$ cat config.mk
export PLATFORM = sky130hd
export DESIGN_NAME = skinny_round_ctrl_flat
export DESIGN_NICKNAME = d
export VERILOG_FILES = /design/src/rtl/skinny_round_ctrl_if.sv /design/src/rtl/skinny_round_ctrl.sv /design/src/flat_wrapper.sv
export SDC_FILE = /design/constraint.sdc
export NUM_CORES = 1
export LEC_CHECK = 0
export ABC_AREA = 1
export BUFFER_PORTS_ARGS = -buffer_cell sky130_fd_sc_hd__clkbuf_2
export CAP_MARGIN = 20
export CORE_MARGIN = 3
export CORE_UTILIZATION = 45
export CTS_CLUSTER_DIAMETER = 120
export DETAILED_ROUTE_END_ITERATION = 12
export PLACE_DENSITY = 0.71
export RECOVER_POWER = 25
export SLEW_MARGIN = 20
export SYNTH_ARGS = -nofsm -noshare
export SYNTH_HDL_FRONTEND = slang
export SYNTH_SLANG_ARGS = --single-unit
$ cat constraint.sdc
create_clock -name clk -period 2.4 [get_ports clk]
set_input_delay 0.24 -clock clk [delete_from_list [all_inputs] [get_ports clk]]
set_output_delay 0.24 -clock clk [all_outputs]
set_load 0.01 [all_outputs]
$ cat src/rtl/skinny_round_ctrl_if.sv
// skinny_round_ctrl_if: call handshake and datapath control bundle for the SKINNY round controller.
interface skinny_round_ctrl_if;
    logic       start;
    logic       in_ready;
    logic       abort;
    logic       out_ready;
    logic       out_valid;
    logic       load_en;
    logic       round_en;
    logic       last_round;
    logic [5:0] round_idx;
    logic [5:0] rc;
    logic       lfsr_sel;
    logic       lfsr_en;

    modport master (
        output start, abort, out_ready,
        input  in_ready, out_valid, load_en, round_en, last_round, round_idx, rc, lfsr_sel, lfsr_en
    );
    modport slave (
        input  start, abort, out_ready,
        output in_ready, out_valid, load_en, round_en, last_round, round_idx, rc, lfsr_sel, lfsr_en
    );
endinterface

$ cat src/rtl/skinny_round_ctrl.sv
// skinny_round_ctrl: sequences one SKINNY cipher call (load, NUM_ROUNDS rounds, hold result)
// and generates the 6-bit round constant.
module skinny_round_ctrl #(
    parameter int NUM_ROUNDS = 40
) (
    input logic                  clk,
    input logic                  rst_n,
    skinny_round_ctrl_if.slave   bus
);
    typedef enum logic [1:0] {IDLE, LOAD, ROUND, DONE} state_t;

    localparam logic [5:0] LAST_IDX = 6'(NUM_ROUNDS - 1);

    state_t     state, state_nx;
    logic [5:0] cst, cst_nx, round_idx, idx_nx, rc_w;
    logic       last;

    assign rc_w = {cst[4:0], ~(cst[5] ^ cst[4])};
    assign last = (state == ROUND) && (round_idx == LAST_IDX);

    always_ff @(posedge clk or negedge rst_n) begin
        if (!rst_n) begin
            state     <= IDLE;
            cst       <= '0;
            round_idx <= '0;
        end else begin
            state     <= state_nx;
            cst       <= cst_nx;
            round_idx <= idx_nx;
        end
    end

    // abort wins over every other transition, including round completion
    always_comb begin
        state_nx = state;
        cst_nx   = cst;
        idx_nx   = round_idx;
        if (bus.abort) begin
            state_nx = IDLE;
            cst_nx   = '0;
            idx_nx   = '0;
        end else begin
            case (state)
                IDLE:  state_nx = bus.start ? LOAD : IDLE;
                LOAD: begin
                    state_nx = ROUND;
                    cst_nx   = '0;
                    idx_nx   = '0;
                end
                ROUND: begin
                    state_nx = last ? DONE : ROUND;
                    cst_nx   = rc_w;
                    idx_nx   = last ? 6'd0 : round_idx + 6'd1;
                end
                DONE:  state_nx = bus.out_ready ? IDLE : DONE;
                default: state_nx = IDLE;
            endcase
        end
    end

    always_comb begin
        bus.in_ready   = state == IDLE;
        bus.out_valid  = state == DONE;
        bus.load_en    = state == LOAD && !bus.abort;
        bus.round_en   = state == ROUND && !bus.abort;
        bus.lfsr_sel   = state == LOAD;
        bus.lfsr_en    = state == LOAD || state == ROUND;
        bus.last_round = last;
        bus.round_idx  = round_idx;
        bus.rc         = rc_w;
    end
endmodule
$ cat src/flat_wrapper.sv
// flat-port wrapper written by rule: the top's interface ports become plain ports
module skinny_round_ctrl_flat 
#(
    parameter int NUM_ROUNDS = 40
)
  (clk, rst_n, bus_start, bus_abort, bus_out_ready, bus_in_ready, bus_out_valid, bus_load_en, bus_round_en, bus_last_round, bus_round_idx, bus_rc, bus_lfsr_sel, bus_lfsr_en);
  skinny_round_ctrl_if bus_i ();
  input logic clk;
  input logic rst_n;
  input wire logic [$bits(bus_i.start)-1:0] bus_start;
  input wire logic [$bits(bus_i.abort)-1:0] bus_abort;
  input wire logic [$bits(bus_i.out_ready)-1:0] bus_out_ready;
  output wire logic [$bits(bus_i.in_ready)-1:0] bus_in_ready;
  output wire logic [$bits(bus_i.out_valid)-1:0] bus_out_valid;
  output wire logic [$bits(bus_i.load_en)-1:0] bus_load_en;
  output wire logic [$bits(bus_i.round_en)-1:0] bus_round_en;
  output wire logic [$bits(bus_i.last_round)-1:0] bus_last_round;
  output wire logic [$bits(bus_i.round_idx)-1:0] bus_round_idx;
  output wire logic [$bits(bus_i.rc)-1:0] bus_rc;
  output wire logic [$bits(bus_i.lfsr_sel)-1:0] bus_lfsr_sel;
  output wire logic [$bits(bus_i.lfsr_en)-1:0] bus_lfsr_en;
  assign bus_i.start = bus_start;
  assign bus_i.abort = bus_abort;
  assign bus_i.out_ready = bus_out_ready;
  assign bus_in_ready = bus_i.in_ready;
  assign bus_out_valid = bus_i.out_valid;
  assign bus_load_en = bus_i.load_en;
  assign bus_round_en = bus_i.round_en;
  assign bus_last_round = bus_i.last_round;
  assign bus_round_idx = bus_i.round_idx;
  assign bus_rc = bus_i.rc;
  assign bus_lfsr_sel = bus_i.lfsr_sel;
  assign bus_lfsr_en = bus_i.lfsr_en;
  skinny_round_ctrl #(.NUM_ROUNDS(NUM_ROUNDS)) u_core (.clk(clk), .rst_n(rst_n), .bus(bus_i));
endmodule
==> results by stage, run 1 <==
Yosys:
- The number of nets in the synthesized netlist is 106.
- The mean instance size in the synthesized netlist is 8.47 um2.
- For this run, the register share of the synthesized area comes to 43.1%.
- The share of synthesized area spent on multiplexers is 0%.
- The share of synthesized cell area in full adder, half adder and majority cells is 7.69%.
- The parity-gate share of the synthesized area counting xor and xnor cells is 1.08%.
- The main combinational cell family by area after synthesis is simple AND/OR/NAND/NOR gates.
- The flop and latch count out of synthesis is 14.
- The count of mapped cells out of synthesis is 96.
- The synthesis warning total is 0.
- After Yosys synthesis, and, or, nand and nor cells account for 20.9% of the synthesized area.
- In this run the cell area of the synthesized design comes to 813 um2.
- The number of distinct library cells after synthesis is 18.
- The synthesized netlist devotes 11.1% of its cell area to compound gates.

Setup path:
- The arrival time at the worst endpoint is 1.44 ns.
- In this run the worst path has a maximum fanout of 4.
- At the worst endpoint, the required time is 2.16 ns.
- The endpoint identified for the worst register-to-register timing path is u_core.bus.round_idx[5]$_DFFE_PN0P_.
- The number of cells on the worst reg-to-reg path is 7.
- Counting stages on the worst path, the most repeated cell is inv_1.
- The startpoint class of the critical path is a flop.
- The largest delay contributor family on the critical path is flip-flops.
- STA classifies the critical path endpoint as an output port.
- The total stage count of the critical path is 7.
- The launching point of the worst reg2reg path is u_core.state[1]$_DFF_PN0_.
- Among all stages on the critical path, the largest delay is contributed by dfrtp_1.
- Traced cell by cell, the critical path runs through inv_1 > ha_1 > nand2_1 > inv_1 > nand3_1 > inv_1 > clkbuf_2.
- The critical path is of the reg -> out type.
- The buffers plus inverters on the worst setup path is 4.
- Setup slack on the worst reg-to-reg path comes out at 1.02 ns.
- The delay of the slowest critical-path stage is 0.42 ns.

Die:
- The initial cell density of the core is 51.0%.
- The die covers 2350 um2.
- The floorplan step defined a core boundary enclosing 1590 um2.
- The I/O pin count is 24.
- The row count is 14.
- The die is 48.5 um wide.
- The die span in y is 48.5 um.

Timing:
- The final critical path takes up 69.9% of the cycle.
- The transition time of the tightest slew-check pin is 0.756 ns.
- For the final database, setup skew stands at 0.00210 ns.
- The final setup TNS is 0 ns.
- Setup repair after global routing left no endpoint under its margin.
- After layout, the minimum clock period comes to 1.68 ns.
- Setup slack on the critical path of the routed design comes to 0.723 ns.
- The final number of max-transition violations is 0.
- Setup violations remaining at the end of the flow were counted as 0.
- The final hold violation count is 0.
- Derived from the worst setup path, the maximum achievable clock frequency is 0.596 GHz.
- In this run the tightest slew margin relative to its limit is 49.6%.

Layout:
- In the layout the commonest cells are clkbuf_2 (22), nand2_1 (20), inv_1 (18).
- The library cell used most frequently in the layout, excluding fill and tap cells, is clkbuf_2.
- The number of antenna cells inserted is 0.
- The net count of the finished layout is 129.
- The post-route netlist has 32.2% of its cells at a drive strength greater than 1.
- With fillers left out, the area of the finished cells amounts to 955 um2.
- The area growth from synthesis to layout is 17.4%.

Power and ir drop:
- Power comes to 548 uW.
- The maximum resistive drop on vdd is 345 uV.
- Dividing total power by cell area gives a power density of 574 nW/um2.
- The leakage power of the design is 0.516 nW.

Min path:
- The worst hold path passes through 4 cells.
- The class of the tightest hold or removal check is in -> reg.
- The startpoint identified for the worst hold timing path is bus_out_ready.
- The worst hold path terminates at u_core.state[1]$_DFF_PN0_.

Placement:
- The total of buffers placed on input and output ports is 23.
- Prior to clock tree synthesis, the placed netlist has a worst setup slack of 1.03 ns.
- The global placer's final weighted congestion is 0.732.
- The placement-stage cell area is 910 um2.
- Once detailed placement completed, the half-perimeter wirelength came to 1180 um.

Detailed routing:
- The first-pass iteration count of the detailed router is 4.
- The routed layout has 631 vias.
- For this run, design rule violations remaining after detail routing come to 0.
- The average wire per standard cell is 10.3 um.
- Dividing the detail-routed via count by the number of cells gives 4.44.
- For this block, the initial DRC count from the detailed router was 14.
- Wires add up to 1470 um.
- Once detail routing completed, the nets flagged for antenna violations numbered 0.

Global routing:
- The number of antenna violations at the first check in global routing is 0.
- The number of global-route vias before repair is 583.
- Summed over all layers, the global routing overflow is 0.
- The first global-routing pass estimated 2670 um of wire.
- Entering global routing, the biggest net connects 15 pins.
- The global router's overall resource usage is 14.2%.

CTS:
- The post-CTS repair timing setup buffer count is 0.
- The CTS clock-pin slew for the worst setup and hold paths is 0.09 ns.
- The number of clock buffers added by TritonCTS is 3.
- Counting along the longest clock path gives a buffer depth of 2.
- The number of clock sinks is 14.
- The clock tree from TritonCTS is yes.
- The clock tree root driver cell is clkbuf_4.
- The clock reaches the later pin of the worst-skew pair after 0.28 ns.
- In this run the number of H-tree levels came out at 1.

Run:
- The reported max-cap violation count is 0.

Status:
- The run finished with clean final reports.
-- cells by family after synthesis --
group | after synthesis
buffers and inverters | 28
AO/OA/AOI/OAI | 14
XOR/XNOR | 1
adder cells (fa/ha/maj) | 5
flip-flops | 14
AND/OR/NAND/NOR | 34
-- worst max-delay path by stage --
stage | startpoint | to | slack (ns)
finish | u_core.state[0]$_DFF_PN0_ | bus_last_round | 0.72
global route | u_core.state[0]$_DFF_PN0_ | bus_last_round | 0.56
CTS | u_core.state[0]$_DFF_PN0_ | bus_last_round | 0.71
detailed placement | u_core.state[0]$_DFF_PN0_ | bus_last_round | 1.03
global placement | u_core.state[0]$_DFF_PN0_ | bus_last_round | 1.03
floorplan | u_core.state[1]$_DFF_PN0_ | u_core.bus.round_idx[2]$_DFFE_PN0P_ | 1.11
-- synthesized netlist by cell type --
cell	count	area share, %
a21oi_2	3	3.2
a31oi_1	2	1.5
buf_4	5	4.6
buf_6	1	1.4
dfrtp_1	14	43
ha_1	5	7.7
inv_1	18	8.3
inv_2	4	1.8
nand2_1	20	9.2
nand3_1	2	1.2
nand3_2	3	3.7
nand3_4	1	2.2
nor2_1	7	3.2
nor2_4	1	1.4
o21ai_0	3	1.8
o21ai_1	1	0.61
o22ai_1	5	3.8
xor2_1	1	1.1
-- report_power, final --
group / switching, mW / internal, mW
sequential: 0.0101 / 0.246
clock: 0.0807 / 0.0922
combinational: 0.0776 / 0.0411
total: 0.168 / 0.380
-- through the flow --
step | hold WS, ns | util (%) | cells
2_1_floorplan | -0.0556 | - | 96
4_1_cts | 0.247 | 60.0 | 142
3_5_place_dp | 0.163 | 57.1 | 137
3_3_place_gp | 0.160 | 57.1 | 137
6_report | 0.253 | 59.9 | 142
5_1_grt | 0.269 | 59.9 | 142
-- registers in the layout, summed over array words and instances (netlist names) --
| name | cells |
|---|---|
| u_core.bus.round_idx | 6 |
| u_core.cst | 6 |
| u_core.state | 2 |
-- final cells by class --
type                    count  area, um2
repair buffers             24        124
fillers                   158        639
multi-input cells          54        332
clock buffers               4       36.3
flip-flops and latches     14        350
inverters                  22       82.6
well taps                  24       30.0
-- worst reg2reg max path, delay by kind of cell (launching register included) --
kind,cells,cell delay (ns)
adder cells (fa/ha/maj),1,0.17
AND/OR/NAND/NOR,2,0.26
buffers and inverters,3,0.27
AO/OA/AOI/OAI,1,0.15
flip-flops,1,0.43
-- what timing repair did --
item,4_1_cts,5_1_grt
gates resized for setup,0,0
hold buffers,1,0
setup endpoints to repair,0,0
endpoints found under the hold margin,14,0
-- routing by layer --
| layer | wire, um | share of wire, % | GRT usage [%] |
|---|---|---|---|
| met5 | 0 | 0 | 0 |
| met4 | 12 | 0.82 | 4.27 |
| met3 | 70 | 4.8 | 3.07 |
| met2 | 654 | 45 | 22.2 |
| met1 | 728 | 50 | 19.8 |
No activity file was read; power rests on OpenSTA's default activity.
==> run 2: changes to the inputs <==
Clock period 2.4 ns to 1.8 ns, I/O delays scaled along.
==> results by stage, run 2 (synthesis results as in run 1) <==
Layout:
- In the final layout, the registers with the most flip-flops are u_core.bus.round_idx: 6 flops, u_core.cst: 6 flops, u_core.state: 2 flops.
- The ratio of cells with drive above 1 in the final layout is 31.6%.
- The repair_antennas step left the layout with diodes totalling 0.
- The most common cell after layout, fill and taps aside is clkbuf_2.
- The net count of the finished layout is 129.
- The area growth from synthesis to layout is 15.7%.
- Cells fill 59.0% of the core in the end.
- The top cell types in the final layout, fill and taps aside, are clkbuf_2 (22), nand2_1 (20), inv_1 (18).

Detailed routing:
- The number of remaining DRC errors is 0.
- Once detail routing completed, the nets flagged for antenna violations numbered 0.
- The average wire per standard cell is 9.89 um.
- Using the TritonRoute via totals, the vias-per-cell ratio works out to 4.47.
- Wires add up to 1390 um.
- The routed layout has 630 vias.
- The first TritonRoute pass finished after 4 iterations.
- The detailed router's first-iteration violation count is 10.

Global routing:
- The first global-routing pass estimated 2460 um of wire.
- The total grt overflow is 0.
- The global router's overall resource usage is 13.1%.
- The number of antenna violations at the first check in global routing was 0.
- The number of global-route vias before repair is 544.
- The largest net degree at the start of global routing is 15.

Die:
- The floorplan die width is 48.5 um.
- The area enclosed by the die boundary is 2350 um2.
- After floorplanning, the core was divided into 14 placement rows.
- For this configuration, the core starts out at a cell density of 51.0%.
- The core region area is 1590 um2.
- Pin placement for this block handled 24 I/O pins.
- The die is 48.5 um tall.

CTS:
- Clock-pin slew was measured on the worst setup and hold paths at 0.07 ns.
- At the later pin of the worst-skew pair, clock insertion delay measures 0.27 ns.
- The clock tree from TritonCTS is yes.
- In this run the number of H-tree levels came out at 1.
- The clock drives 14 sinks.
- Post-CTS timing repair inserted 0 buffers for setup.
- The clock passes through at most 2 buffers.
- The cts-stage hold buffer count is 1.
- The number of gates resized after CTS was 0.
- The number of buffers inserted during clock tree synthesis is 3.
- CTS placed an instance of clkbuf_4 at the clock tree root.

Placement:
- Timing analysis after detailed placement gives a worst setup slack of 0.433 ns.
- The detailed-placement wirelength estimate is 1140 um.
- The congestion estimate from routability-driven global placement came to 0.725.
- In this run the tool buffered the top-level ports with 23 buffer cells.

Power and ir drop:
- The power density of the placed cells is 704 nW/um2.
- Cell internal power was estimated by the tool at 460 uW.
- The worst-case IR drop observed on VDD is 536 uV.
- For this design the total switching power over the nets is 202 uW.
- The net switching share of the total power is 30.6%.
- Summed over all cells, the static leakage comes to 0.509 nW.
- Overall power consumption after layout is estimated at 662 uW.
- In this run, flip-flops and latches consume 51.7% of the power.
- Of the total power, combinational logic draws 23.5%.
- The clock network burns 24.8% of the power.

Timing:
- The worst setup margin is 0.174 ns.
- The remaining max-slew budget at the tightest pin is 51.0%.
- Summed over all failing endpoints, the final setup total negative slack is 0 ns.
- The final number of setup-violating endpoints is 0.
- The final number of max-transition violations is 0.
- After layout, the worst path uses 90.4% of the clock period.
- Setup repair after global routing left no endpoint under its margin.
- The highest achievable clock rate is 0.615 GHz.
- The final critical delay including setup and external delays is 1.63 ns.
- At the pin with the least slew margin, the transition time is 0.735 ns.
- The final hold violation count is 0.
- The tightest hold path in the finished design has a slack of 0.203 ns.
- The final worst clock skew is 0.00308 ns.

Setup path:
- The largest single stage delay on the critical path is 0.43 ns.
- The buffers plus inverters on the worst setup path is 3.
- The critical path goes through ha_1 > nand2_1 > inv_1 > nand3_1 > inv_1 > clkbuf_2.
- The critical path's most frequent cell is inv_1.
- The startpoint class of the critical path is a flop.
- The arrival time at the worst endpoint is 1.45 ns.
- The largest delay contributor family on the critical path is flip-flops.
- The sort of element at the end of the critical path is an output port.
- The worst path required time is 1.62 ns.
- Of all nets on the critical path, the largest fanout is 5.
- The kind of critical path is reg -> out.
- The slowest library cell on the worst path is dfrtp_1.

Status:
- The run finished with clean final reports.

Min path:
- The tightest min-delay check is of the in -> reg type.

Run:
- Across the run, the number of max-cap violations was 0.
run 2: changes by cell type in the layout (fill, tap and decap cells not counted), sizes merged:
cell,change
clkbuf,-1
run 2: cell type report:
type	instances	area, um2
well taps	24	30.0
multi-input cells	54	332
inverters	22	82.6
clock buffers	3	22.5
repair buffers	24	124
flip-flops and latches	14	350
fillers	154	653
run 2: metal layers:
metal / vias up / track usage, % / part of all wire (%)
met4: 0 / 1.42 / 0
met1: 273 / 19.4 / 51
met3: 0 / 4.60 / 5.7
met5: - / 0 / 0
met2: 19 / 19.0 / 43
li1: 338 / - / -
run 2: worst min-delay path, stage by stage:
cell	delay, ns
clkbuf_2	0.07
inv_1	0.03
nand2_1	0.07
a31oi_1	0.08
run 2: path summary, 6_finish.rpt:
| check | startpoint | endpoint | slack [ns] | cells past startpoint |
|---|---|---|---|---|
| worst max-delay path | u_core.bus.round_idx[0]$_DFFE_PN0P_ | bus_last_round | 0.17 | 6 |
| worst min-delay path | bus_out_ready | u_core.state[0]$_DFF_PN0_ | 0.20 | 4 |
| worst max register to register | u_core.state[1]$_DFF_PN0_ | u_core.bus.round_idx[5]$_DFFE_PN0P_ | 0.43 | 7 |
| worst min register to register | u_core.cst[5]$_DFFE_PN0P_ | u_core.cst[5]$_DFFE_PN0P_ | 0.53 | 2 |
| max in group asynchronous | rst_n | u_core.state[1]$_DFF_PN0_ | 0.86 | 2 |
| min in group asynchronous | rst_n | u_core.cst[0]$_DFFE_PN0P_ | 0.47 | 2 |
run 2: power by group through the flow:
stage	Clock, mW	Sequential, mW	Combinational (mW)
5_1_grt	0.187	0.346	0.179
4_1_cts	0.171	0.342	0.159
3_3_place_gp	0	0.347	0.152
2_1_floorplan	0	0.348	0.118
6_report	0.165	0.342	0.155
3_5_place_dp	0	0.348	0.156
run 2: metrics by stage:
stage / area [um2] / std cells
6_report: 941 / 141
5_1_grt: 941 / 141
4_1_cts: 942 / 141
3_5_place_dp: 910 / 137
3_3_place_gp: 910 / 137
2_1_floorplan: 813 / 96
==> run 3: changes to the inputs <==
Settings changed: ABC_AREA 1 to unset.
Clock period 1.8 ns to 1.5 ns, I/O delays scaled along.
==> results by stage, run 3 <==
Placement:
- After legalization and detailed placement, the total HPWL measured 1260 um.
- Routability-driven placement finished with a final weighted congestion of 0.832.
- In this run the cell area measured after placement is 971 um2.
- Before CTS, the worst setup slack after placement is 0.0123 ns.
- The total of buffers placed on input and output ports is 23.

Layout:
- The largest registers in the layout are u_core.bus.round_idx: 6 flops, u_core.cst: 6 flops, u_core.state: 2 flops.
- The area growth from synthesis to layout is 44.8%.
- Summing all non-filler instances in the final layout gives an area of 1210 um2.
- The ratio of cells with drive above 1 in the final layout is 48.8%.
- 0 antenna diodes ended up in the layout.
- The top cell types in the final layout, fill and taps aside, are clkbuf_2 (19), buf_4 (19), dfrtp_1 (13).
- The net count of the finished layout is 140.

CTS:
- The clock tree from TritonCTS is yes.
- Clock-pin slew was measured on the worst setup and hold paths at 0.09 ns.
- For the worst-skew pair, the clock arrives at the later sink with an insertion delay of 0.28 ns.
- The number of buffers inserted during clock tree synthesis is 3.
- The tree is rooted in a clkbuf_4.
- The CTS H-tree depth is 1.
- The clock passes through at most 2 buffers.
- Counting every sink on the clock net gives 14.

Yosys:
- Of the total synthesized cell area, the portion taken by full adders, half adders and majority gates is 7.50%.
- Summing every instance area after synthesis gives 835 um2.
- The top cell type's share of synthesized area is 42.0%.
- The dominant synthesized flop cell is dfrtp_1.
- Counting flops and latches in the post-synthesis netlist gives 14.
- Counting every instance in the synthesized netlist gives 90.
- The netlist uses 27 different library cells.
- The cell type with the largest total area after synthesis is dfrtp_1.
- After synthesis, the share of cell area in mux cells is 0%.
- The synthesized-area fraction occupied by ao, oa, aoi and oai cells is 15.0%.
- The synthesis warning total is 0.
- The synthesized netlist devotes 2.10% of its cell area to XOR and XNOR gates.
- The number of nets in the synthesized netlist is 100.
- Counting flops with a built-in enable in the synthesized netlist gives 0.
- After synthesis, the largest family of logic cells by area is simple AND/OR/NAND/NOR gates.
- The mean instance size in the synthesized netlist is 9.27 um2.
- After synthesis, the share of flip-flops with an asynchronous set or reset is 100%.
- Among all cell types in the netlist, the one instantiated most often is dfrtp_1.
- Sequential elements use 42.0% of the synthesized area.
- After synthesis, the most frequently instantiated cells are dfrtp_1 (14), a21oi_1 (11), nor2_1 (11), nor3b_1 (8).
- The share of synthesized cell area in and, or, nand and nor gates is 22.6%.
- By area the synthesized netlist is led by dfrtp_1 (42%), ha_1 (7.5%), nor3b_1 (7.2%), a21oi_1 (6.6%), nor2_1 (4.9%).

Timing:
- The worst hold slack is 0.152 ns.
- The final hold violation count is 0.
- The highest achievable clock rate is 0.621 GHz.
- Dividing the final minimum period by the clock period gives 107%.
- Setup repair after global routing could not meet its margin everywhere.
- Headroom to the max-slew limit came out at 48.9%.
- For the final database, setup skew stands at 0.00496 ns.
- At the pin with the least slew margin, the transition time is 0.767 ns.
- Setup violations remaining at the end of the flow were counted as 3.
- The final number of max-transition violations was 0.
- The worst setup margin is -0.110 ns.
- The final critical delay including setup and external delays is 1.61 ns.

Power and ir drop:
- For this design the ratio of total power to cell area is 862 nW/um2.
- The total internal power is 711 uW.
- The maximum resistive drop on vdd is 487 uV.
- The fraction of power consumed by sequential logic is 40.5%.
- The net switching share of the total power is 31.7%.
- Of the total power, combinational logic draws 33.1%.
- In this run the power spent charging and discharging nets is 331 uW.
- The clock network accounts for 26.4% of the total power.
- The analysis attributes to cell leakage a power of 0.581 nW.

Detailed routing:
- After detailed routing, the number of remaining DRC violations is 0.
- The average wire per standard cell is 13.5 um.
- For this block, the via count after detailed routing is 792.
- The post-route antenna net violation count is 0.
- Dividing the detail-routed via count by the number of cells gives 5.18.
- The final layout contains routed wiring with a total length of 2060 um.
- The detailed router's first-iteration violation count is 23.
- The first-pass iteration count of the detailed router is 4.

Setup path:
- The worst setup path is of the reg -> out kind.
- The sort of element at the end of the critical path is an output port.
- Along the worst path, the maximum fanout reaches 2.
- The startpoint class of the critical path is a flop.
- For the worst setup path, the data required time is 1.35 ns.
- The arrival time at the worst endpoint is 1.46 ns.
- The critical path goes through ha_4 > nand4b_1 > nor3b_2 > buf_2.
- The delay of the slowest critical-path stage is 0.40 ns.
- The slowest library cell on the worst path is dfrtp_1.

Die:
- The floorplan die width is 49.1 um.
- The floorplan step defined a die boundary enclosing 2410 um2.
- The core region area is 1630 um2.
- The initial cell density of the core is 51.2%.
- The row count is 14.
- 24 I/O pins were placed.
- In this run the vertical extent of the chip is 49.1 um.

Status:
- The flow ran to the end, but the final reports show violations.
- The checks that failed: negative setup slack.

Global routing:
- Entering global routing, the biggest net connects 19 pins.
- The number of antenna violations at the first check in global routing is 0.
- For this run, the total global-route usage over all layers was measured as 16.5%.
- Summed over all layers, the global routing overflow is 0.
- The first global-routing pass estimated 3060 um of wire.
- The number of global-route vias before repair is 659.

Min path:
- The class of the tightest hold or removal check is in -> reg.

Run:
- The reported max-cap violation count is 0.
==> run 3: cell types whose count changed in the layout (fill, tap and decap cells not counted), sizes merged, moves of 3 or more <==
cell / change
nor2: +3
nand3: -4
a21oi: +8
nor3b: +8
nand2: -19
o22ai: -5
inv: -17
buf: +25
nor2b: +4
==> run 3: cell type report <==
class                   instances  area, um2
well taps                      24       30.0
clock buffers                   4       36.3
fillers                       126        420
repair buffers                 46        304
inverters                       5       21.3
multi-input cells              60        465
flip-flops and latches         14        352
==> run 3: worst paths after layout <==
| check | endpoint | start | cells after the start | slack [ns] |
|---|---|---|---|---|
| max in group asynchronous | u_core.state[0]$_DFF_PN0_ | rst_n | 2 | 0.53 |
| setup reg to reg | u_core.state[0]$_DFF_PN0_ | u_core.state[1]$_DFF_PN0_ | 6 | -0.01 |
| min in group asynchronous | u_core.bus.round_idx[5]$_DFFE_PN0P_ | rst_n | 2 | 0.45 |
| setup / recovery | bus_last_round | u_core.bus.round_idx[0]$_DFFE_PN0P_ | 4 | -0.11 |
| hold reg to reg | u_core.cst[2]$_DFFE_PN0P_ | u_core.cst[1]$_DFFE_PN0P_ | 2 | 0.55 |
| hold / removal | u_core.state[0]$_DFF_PN0_ | bus_start | 4 | 0.15 |
==> run 3: cell families after synthesis <==
logic type                 count (synthesis)
and+or+nand+nor                           32
adders and majority gates                  5
buffers and inverters                     16
DFF                                       14
AOI/OAI and AO/OA                         21
xor gates and xnor gates                   2
==> run 3: power groups by stage <==
stage / combinational (mW) / clock, mW / sequential [mW]
after global routing: 0.374 / 0.308 / 0.425
after detailed placement: 0.243 / 0 / 0.423
after CTS: 0.305 / 0.286 / 0.416
after floorplan: 0.159 / 0 / 0.428
after global placement: 0.240 / 0 / 0.422
final: 0.345 / 0.275 / 0.422
==> run 3: metal layers <==
metal	track usage (%)	wire (um)
met5	0	0
met4	9.48	70
met3	3.98	80
met2	25.9	1010
met1	20.5	906
==> run 3: what timing repair did <==
| action | 4_1_cts | 5_1_grt |
|---|---|---|
| setup buffers | 8 | 6 |
| setup endpoints to repair | 4 | 9 |
| hold buffers | 1 | 0 |
| gates cloned | 0 | 0 |
| pin swaps | 2 | 4 |
| hold endpoints to repair | 14 | 0 |
| gates resized for setup | 9 | 16 |
==> run 3: critical path, delay by kind of cell, from the launching register on <==
family / cells / cell delay, ns
flops: 1 / 0.40
simple gates: 2 / 0.44
fa+ha+maj: 1 / 0.15
buf+inv: 1 / 0.18
==> run 3: metrics by stage <==
step           power, mW  util [%]  setup TNS (ns)  std cells
2_1_floorplan      0.587         -         -0.0116         90
3_3_place_gp       0.662      59.6               0        134
4_1_cts             1.01      68.7         -0.0190        147
3_5_place_dp       0.666      59.6               0        134
5_1_grt             1.11      74.2          -0.391        153
6_report            1.04      74.2          -0.150        153
